File: config.mk
export PLATFORM = sky130hd
export DESIGN_NAME = csa_accum_ctrl
export DESIGN_NICKNAME = d
export VERILOG_FILES = /design/src/rtl/csa_accum_ctrl.sv
export SDC_FILE = /design/constraint.sdc
export NUM_CORES = 1
export LEC_CHECK = 0
export CAP_MARGIN = 25
export CORE_MARGIN = 10
export CORE_UTILIZATION = 53
export DETAILED_ROUTE_END_ITERATION = 8
export HOLD_SLACK_MARGIN = 0.05
export PLACE_DENSITY_LB_ADDON = 0.3
export SLEW_MARGIN = 20
export SYNTH_ARGS = -nofsm -noshare
export SYNTH_HDL_FRONTEND = slang
export SYNTH_SLANG_ARGS = --single-unit
File: constraint.sdc
create_clock -name clk -period 2.7 [get_ports clk]
set_input_delay 0.27 -clock clk [delete_from_list [all_inputs] [get_ports clk]]
set_output_delay 0.27 -clock clk [all_outputs]
set_load 0.05 [all_outputs]
File: src/rtl/csa_accum_ctrl.sv
// Multi-operand accumulator: folds one operand per cycle into redundant sum/carry
// registers, then resolves with a single carry-propagate add and hands off the result.

module csa_row #(
  parameter int WIDTH = 8
) (
  input  logic [WIDTH-1:0] a,
  input  logic [WIDTH-1:0] b,
  input  logic [WIDTH-1:0] ci,
  output logic [WIDTH-1:0] s,
  output logic [WIDTH-1:0] co
);
  genvar gi;
  generate
    for (gi = 0; gi < WIDTH; gi++) begin : g_bit
      assign s[gi]  = a[gi] ^ b[gi] ^ ci[gi];
      assign co[gi] = (a[gi] & b[gi]) | (a[gi] & ci[gi]) | (b[gi] & ci[gi]);
    end
  endgenerate
endmodule

module csa_accum_ctrl #(
  parameter int WIDTH = 8,
  parameter int CNT_W = 8
) (
  input  logic             clk,
  input  logic             rst_n,
  input  logic             clr,
  input  logic             in_valid,
  output logic             in_ready,
  input  logic [WIDTH-1:0] in_data,
  input  logic             in_last,
  output logic             out_valid,
  input  logic             out_ready,
  output logic [WIDTH-1:0] out_data,
  output logic [CNT_W-1:0] out_count
);
  localparam logic [1:0] ACCUM   = 2'd0;
  localparam logic [1:0] RESOLVE = 2'd1;
  localparam logic [1:0] DONE    = 2'd2;

  logic [1:0]       state_reg;
  logic [WIDTH-1:0] sum_reg;
  logic [WIDTH-1:0] car_reg;
  logic [WIDTH-1:0] res_reg;
  logic [CNT_W-1:0] cnt_reg;

  logic [WIDTH-1:0] car_shift;
  logic [WIDTH-1:0] csa_s;
  logic [WIDTH-1:0] csa_co;
  logic             car_msb_unused;
  logic             accept;

  // Carries weigh one bit higher; the top carry falls off, giving modulo 2^WIDTH.
  assign car_shift      = {car_reg[WIDTH-2:0], 1'b0};
  assign car_msb_unused = car_reg[WIDTH-1];

  csa_row #(.WIDTH(WIDTH)) u_csa_row (
    .a  (sum_reg),
    .b  (car_shift),
    .ci (in_data),
    .s  (csa_s),
    .co (csa_co)
  );

  assign in_ready  = (state_reg == ACCUM);
  assign out_valid = (state_reg == DONE);
  assign accept    = in_valid & in_ready;

  // Outputs come straight from registers, masked to zero outside DONE.
  assign out_data  = (state_reg == DONE) ? res_reg : '0;
  assign out_count = (state_reg == DONE) ? cnt_reg : '0;

  always_ff @(posedge clk or negedge rst_n) begin
    if (!rst_n) begin
      state_reg <= ACCUM;
      sum_reg   <= '0;
      car_reg   <= '0;
      res_reg   <= '0;
      cnt_reg   <= '0;
    end else if (clr) begin
      state_reg <= ACCUM;
      sum_reg   <= '0;
      car_reg   <= '0;
      res_reg   <= '0;
      cnt_reg   <= '0;
    end else begin
      case (state_reg)
        ACCUM: begin
          if (accept) begin
            sum_reg <= csa_s;
            car_reg <= csa_co;
            if (cnt_reg != {CNT_W{1'b1}}) begin
              cnt_reg <= cnt_reg + 1'b1;
            end
            if (in_last) begin
              state_reg <= RESOLVE;
            end
          end
        end
        RESOLVE: begin
          res_reg   <= sum_reg + car_shift;
          state_reg <= DONE;
        end
        DONE: begin
          if (out_ready) begin
            sum_reg   <= '0;
            car_reg   <= '0;
            cnt_reg   <= '0;
            state_reg <= ACCUM;
          end
        end
        default: begin
          state_reg <= ACCUM;
        end
      endcase
    end
  end
endmodule
# --- Word-level counts from Yosys, hierarchy flattened ---
# Index checks and enable logic that the tools add are counted.
word_totals:
  reg_bits: 33
  out_inout_bits: 18
  wordCells: 87
classes:
  n_addsub: 2
  n_eq_ne: 7
  n_mux: 20
  bitwise: 47
  n_reduce_logical: 6
ops:
  columns: ["operator", "count"]
  rows:
  - ["8-bit two-way mux", 10]
  - ["8-bit case mux with 2 select lines", 2]
  - ["1-bit bitwise AND", 20]
  - ["1-bit XOR", 15]
  - ["7-bit two-way mux", 2]
  - ["7-bit case mux with 2 select lines", 1]
  - ["3-bit by 2-bit != test with 1-bit output (second input constant)", 4]
  - ["1-bit bitwise OR", 12]
  - ["8-bit by 1-bit adder with 8-bit output (second input constant)", 1]
  - ["8-bit adder", 1]
  - ["2-bit two-way mux", 4]
  - ["8-bit != test (second input constant)", 1]
  - ["2-bit case mux with 3 select lines", 1]
  - ["3-bit AND reduction", 2]
  - ["4-bit AND reduction", 1]
  - ["3-bit nonzero test", 1]
  - ["2-bit by 1-bit equality test with 1-bit output (second input constant)", 1]
  - ["2-bit equality test (second input constant)", 1]
  - ["2-bit logical NOT", 1]
  - ["2-bit nonzero test", 1]

# --- Depth between registers and ports, before layout ---
# Gate-level depths: netlist (run 1).
depth:
  depth_word: 6
  mapped_depth: 8

# --- Cells and area by module ---
# A second synthesis (run 1) with hierarchy kept.
unflattened:
  cells_unflattened: 213
  hier_area_um2: 1976.9
modules_own_cells:
  columns: ["module", "n_inst", "cells_per_inst", "area_per_inst_um2", "seq_area_each_um2"]
  rows:
  - ["csa_accum_ctrl", 1, 205, 1816.7, 825.8]
  - ["csa_row", 1, 8, 160.2, 0.0]

# --- Worst setup path before layout (run 1) ---
# No wires, ideal clock.
synth_path:
  path_type: "register to register"
  startpoint: "register sum_reg[1]"
  endpoint: "register res_reg[7]"
  setup_ns: 0.124
  arrival_time_ns: 1.776
  required_time_ns: 2.576
  setup_slack_ns: 0.800
  stages_incl_launch_ff: 9
  path_buffers: 0
  period_less_slack_ns: 1.900
  path_cell_list: "dfrtp_1 ha_1 inv_1 fa_1 nand2b_1 a21oi_1 o21ai_0 and3_1 o31a_1"
synth_via:
  elab_chain_cells: 3
synth_lines:
  columns: ["element", "line", "text"]
  rows:
  - ["start, declared", "43", "logic [WIDTH-1:0] sum_reg;"]
  - ["start signal, assigned", "91", "sum_reg <= csa_s;"]
  - ["8-bit adder", "102", "res_reg <= sum_reg + car_shift;"]
  - ["8-bit two-way mux", "88", "case (state_reg)"]
  - ["8-bit two-way mux", "81", "end else if (clr) begin"]
  - ["end signal, assigned", "102", null]
  - ["end, declared", "45", "logic [WIDTH-1:0] res_reg;"]
# No other way between the ends. The select of a mux whose other input is x is not followed.
# A chain may end at the register's enable or synchronous reset.

# --- Final worst setup path (run 1) ---
# Ends and elaborated chain as after synthesis.

==> flow_summary_export.csv, run 1 <==
group,metric,value,unit
global_route,grt_max_degree,34,
sta,finalClockSkew,0.00456,ns
run_status,status,"finished clean",
setup_path,r2r-start,"sum_reg[1]",
job,maxCapViolCount,0,
power,ir_worst_vdd,0.393,mV
floorplan,num_rows,22,
power,p_leak,1.16,nW
global_route,grt_overflow,0,
setup_path,worstSetupPathType,"flip-flop to flip-flop",
clock_tree,clk_latency,0.28,ns
placement,dp.final_hpwl,3150,um
sta,worst_pin_slew,0.599,ns
synth,syn_avg_cell_area,9.19,um2
synth,synth_seq_cells,33,
sta,period_needed,2.07,ns
cells_and_area,final_layout_size_suffix_gt1_share,12.5,%
routing,drcViolationCount,0,
floorplan,num_io_pins,32,
clock_tree,cts_root_buffer,"clkbuf_8",
clock_tree,cts.reportedPaths.clkPinSlew,0.07,ns
clock_tree,cts_buffer_depth,2,
routing,drt_iter0_markers,100,
floorplan,die_area,6570,um2
global_route,grt_pass1_vias,1563,
global_route,grt_usage,14.0,%
placement,io_buffers,31,
clock_tree,cts_made_buffers,5,
floorplan,die_w,81.1,um
synth,syn_inst,215,
setup_path,cp.required,2.87,ns
synth,yosysWarnings,0,
sta,fmaxAchievable,483,MHz
power,power.density,511,nW/um2
floorplan,core_area,3630,um2
clock_tree,cts-resized-gates,0,
setup_path,cp_data_arrival_time,2.24,ns
routing,antenna_left,0,
synth,synth-edff-count,0,
setup_path,end_kind,"flip-flop",
floorplan,initial_core_util,54.4,%
clock_tree,cts_sinks,33,
cells_and_area,nets,277,
synth,synth_area,1980,um2
setup_path,critPathLaunchType,"flip-flop",
synth,synth_nets,244,
setup_path,crit_start,"sum_reg[1]",
synth,yosysSeqAreaShare,41.8,%
routing,via_count,1572,
sta,slew_viol_final,0,
synth,synthFlopType,"dfrtp_1",
sta,fin_hold_ws,0.385,ns
clock_tree,post-cts-setup-buffers,0,
sta,rsz0062_at_grt,"no",
sta,hold_viol,0,
synth,synth.distinct_cells,37,
placement,place_congestion,0.820,
synth,async_flop_share,100,%
routing,dr.pass1.iters,4,
routing,wl_per_cell,14.1,um
sta,finalCritPeriodShare,76.6,%
sta,setup_viol,0,
floorplan,fp.dieH,81.1,um
clock_tree,htree_levels,2,
sta,slew_headroom,59.9,%
setup_path,cp_max_fo,3,
cells_and_area,syn_to_final_growth,19.5,%
routing,routed_via_density,5.31,
clock_tree,cts_tree,"done",
clock_tree,cts_hold_buf,0,
global_route,grt_pass1_wl,7290,um
hold_path,hold_class,"primary input to async pin",
routing,drt_wl_total,4180,um
cells_and_area,num_antenna_cells,0,
sta,final.setup.tns,0,ns
global_route,antenna_found_initial,0,
routing by layer:
metal	vias up	track usage, %	wire length (um)
met5	-	0	0
met4	0	4.15	45
li1	789	-	-
met2	26	24.0	2120
met1	753	16.3	1800
met3	4	4.53	216
kinds of logic (layout without fill, tap and decap cells):
family                   after synthesis  count (layout)  synth area share [%]
AO/OA/AOI/OAI                         30              30                  9.44
XOR/XNOR                               6               6                  2.66
adder cells (fa/ha/maj)               15              15                  12.2
buffers and inverters                 14              47                  3.93
flip-flops                            33              33                  41.8
multiplexers                           2               2                  1.08
AND/OR/NAND/NOR                      115             115                  28.9
through the flow:
stage | instance area, um2 | cells | worst slack [ns] | total power [mW] | util, %
after global placement | 2270 | 289 | 0.648 | 0.839 | 62.6
after CTS | 2360 | 296 | 0.624 | 1.22 | 65.0
after floorplan | 1980 | 215 | 0.800 | 0.758 | -
final | 2360 | 296 | 0.631 | 1.21 | 65.0
after detailed placement | 2270 | 289 | 0.575 | 0.846 | 62.6
after global routing | 2360 | 296 | 0.349 | 1.29 | 65.0
synth_stat cells (3+ instances only):
cell type   n  area (um2)
fa_1        7         140
o31ai_1     3        22.5
o21ai_1     4        20.0
nor2_1     16        60.1
inv_1       5        18.8
o21ai_0     7        35.0
nand2_1    40         150
a21oi_1    10        50.1
and2_1     17         106
dfrtp_1    33         826
buf_2       4        20.0
ha_1        8         100
xor2_1      5        43.8
nand3_1    20         100
nand2b_1    5        31.3
and3_1      5        31.3
critical path: stages (launching register included):
cell and delay [ns]:
dfrtp_1 0.40, ha_1 0.20, inv_1 0.06, fa_1 0.37
nand2b_1 0.19, a21oi_1 0.20, o21ai_0 0.11, and3_1 0.20
o31a_1 0.23
final timing paths:
path / end / slack (ns) / cells after the start
worst min register to register: res_reg[2] / 0.50 / 2
worst min-delay path: cnt_reg[0] / 0.38 / 2
max in group asynchronous: sum_reg[5] / 2.02 / 2
min in group clk: res_reg[2] / 0.50 / 2
worst max-delay path: res_reg[7] / 0.63 / 8
worst max register to register: res_reg[7] / 0.63 / 8
area by class of cell:
type / count / area, um2
Timing Repair Buffer: 35 / 298
Clock buffer: 7 / 86.3
Sequential cell: 33 / 826
Multi-Input combinational cell: 168 / 1070
Inverter: 5 / 18.8
Fill cell: 322 / 1270
Tap cell: 48 / 60.1
report_power, final:
group	internal, mW	switching, mW
sequential	0.540	0.0467
clock	0.202	0.170
combinational	0.107	0.140
total	0.849	0.358
cell usage in the layout, fill, tap and decap left out, types with 2 or more instances in the layout:
master / synthesis / layout
o21ai_0: 7 / 7
inv_1: 5 / 5
ha_1: 8 / 8
and3_1: 5 / 5
nor3_1: 2 / 2
nand3_1: 20 / 20
dfrtp_1: 33 / 33
nand2_1: 40 / 40
o31ai_1: 3 / 3
xor2_1: 5 / 5
nor2_1: 16 / 16
buf_4: 1 / 21
clkbuf_8: 0 / 6
fa_1: 7 / 7
and2_1: 17 / 17
o21ai_1: 4 / 4
a21oi_1: 10 / 10
o31a_1: 2 / 2
nand2b_1: 5 / 5
nand4_1: 2 / 2
clkdlybuf4s50_1: 0 / 14
nor4b_1: 2 / 2
(Power assumes the default switching activity.)
==> run 2: changes to the inputs <==
Settings changed: CORE_UTILIZATION 53 to 48.
Clock period 2.7 ns to 1.8 ns, I/O delays scaled along.
==> flow_summary_export.csv, run 2 (synthesized netlist as in run 1, its figures left out) <==
group,metric,value,unit
clock_tree,cts_sinks,33,
clock_tree,cts.reportedPaths.clkPinSlew,0.07,ns
cells_and_area,fill_cells,312,
placement,place_congestion,0.839,
cells_and_area,finalNonFillerCells,314,
setup_path,end_kind,"flip-flop",
clock_tree,cts_root_buffer,"clkbuf_8",
sta,fin_hold_ws,0.302,ns
clock_tree,clk_latency,0.29,ns
cells_and_area,design_area,2730,um2
global_route,antenna_found_initial,0,
setup_path,critPathLaunchType,"flip-flop",
floorplan,num_io_pins,32,
setup_path,cp_max_fo,2,
routing,drcViolationCount,0,
global_route,grt_max_degree,34,
placement,io_buffers,31,
sta,setup_viol,2,
sta,period_needed,1.81,ns
sta,slew_headroom,70.9,%
clock_tree,cts_buffer_depth,2,
setup_path,cp_data_arrival_time,2.03,ns
routing,drt_wl_total,4520,um
sta,finalCritPeriodShare,100,%
cells_and_area,layout_common_cells,"nand2_1 (40), dfrtp_1 (33), nand3_1 (20), buf_4 (19), buf_12 (18)",
setup_path,worstSetupPathType,"flip-flop to flip-flop",
floorplan,initial_core_util,49.4,%
routing,drt_iter0_markers,85,
routing,wl_per_cell,14.4,um
clock_tree,cts_tree,"done",
sta,worst_slack,-0.00842,ns
sta,slew_viol_final,0,
power,power.density,688,nW/um2
setup_path,slowest_stage,"dfrtp_1",
hold_path,hold_class,"primary input to async pin",
setup_path,cp_top_family,"adder cells",
placement,dp.final_hpwl,3390,um
floorplan,die_area,7080,um2
sta,hold_viol,0,
floorplan,num_rows,23,
sta,worst_pin_slew,0.437,ns
placement,place_inst,304,
job,maxCapViolCount,0,
global_route,grt_pass1_wl,7800,um
run_status,status,"finished with violations",
routing,routed_via_density,5.26,
cells_and_area,multi_input_area,1110,um2
placement,dp_slack,-0.00233,ns
clock_tree,htree_levels,2,
floorplan,die_w,84.2,um
cells_and_area,seqCellArea,826,um2
cells_and_area,final_util,68.2,%
routing,via_count,1651,
power,internal-power,1.31,mW
run_status,violations,"setup timing",
cells_and_area,syn_to_final_growth,38.0,%
sta,rsz0062_at_grt,"yes",
cells_and_area,final_layout_size_suffix_gt1_share,20.5,%
global_route,grt_overflow,0,
power,power,1.87,mW
global_route,grt_pass1_vias,1743,
routing,dr.pass1.iters,4,
setup_path,worst_path_largest_cell_delay,0.36,ns
cells_and_area,nets,292,
power,pwr-share-seq,46.9,%
setup_path,cp.required,2.02,ns
setup_path,cp_cell_sequence,"ha_2 -> inv_2 -> fa_2 -> nand2b_4 -> buf_4 -> nand2b_1 -> a211oi_1 -> o31a_1 -> nor2_1",
global_route,grt_usage,13.1,%
power,swShare,30.4,%
sta,finalClockSkew,0.00775,ns
power,p_comb_share,24.7,%
power,power.switching,570,uW
power,clock_power_share,28.4,%
power,ir_worst_vdd,0.439,mV
clock_tree,cts_made_buffers,5,
sta,final.setup.tns,-0.0142,ns
setup_path,worst-path-buf-inv,2,
floorplan,fp.dieH,84.2,um
cells_and_area,final_common_cell,"nand2_1",
floorplan,core_area,4000,um2
placement,placed_cell_area,2610,um2
power,p_leak,1.28,nW
routing,antenna_left,0,
sta,fmaxAchievable,553,MHz
cells_and_area,num_antenna_cells,0,
[run 2: worst paths after layout]
check	cells past startpoint	start	endpoint	slack [ns]
max	9	car_reg[0]	res_reg[5]	-0.008
max in group asynchronous	2	rst_n	sum_reg[4]	1.18
min	2	rst_n	sum_reg[2]	0.30
min reg2reg	2	res_reg[2]	res_reg[2]	0.50
min in group clk	2	in_last	state_reg[0]	0.49
max reg2reg	9	car_reg[0]	res_reg[5]	-0.008
[run 2: metal layers]
metal / part of all wire, % / vias up / global-route usage (%) / wire length (um)
met5: 0 / - / 0 / 0
met4: 2.2 / 0 / 5.63 / 98
met3: 7.0 / 10 / 5.89 / 318
met2: 49 / 33 / 22.2 / 2220
met1: 42 / 783 / 13.6 / 1880
li1: - / 825 / - / -
[run 2: power by group through the flow]
stage | combinational (mW) | sequential, mW | clock [mW]
after floorplan | 0.266 | 0.879 | 0
after global placement | 0.434 | 0.888 | 0
after detailed placement | 0.450 | 0.893 | 0
after CTS | 0.456 | 0.879 | 0.547
after global routing | 0.527 | 0.888 | 0.580
final | 0.463 | 0.879 | 0.533
[run 2: area by class of cell]
type	count	share of cell area [%]
Inverter	5	0.688
Tap cell	50	2.29
Timing Repair Buffer	50	23.2
Clock buffer	8	2.94
Sequential cell	33	30.3
Multi-Input combinational cell	168	40.6
[run 2: timing repair]
action / 4_1_cts / 5_1_grt
setup buffers: 1 / 1
endpoints found under the setup margin: 2 / 10
hold buffers: 0 / 0
gates resized for setup: 1 / 5
pin swaps: 0 / 2
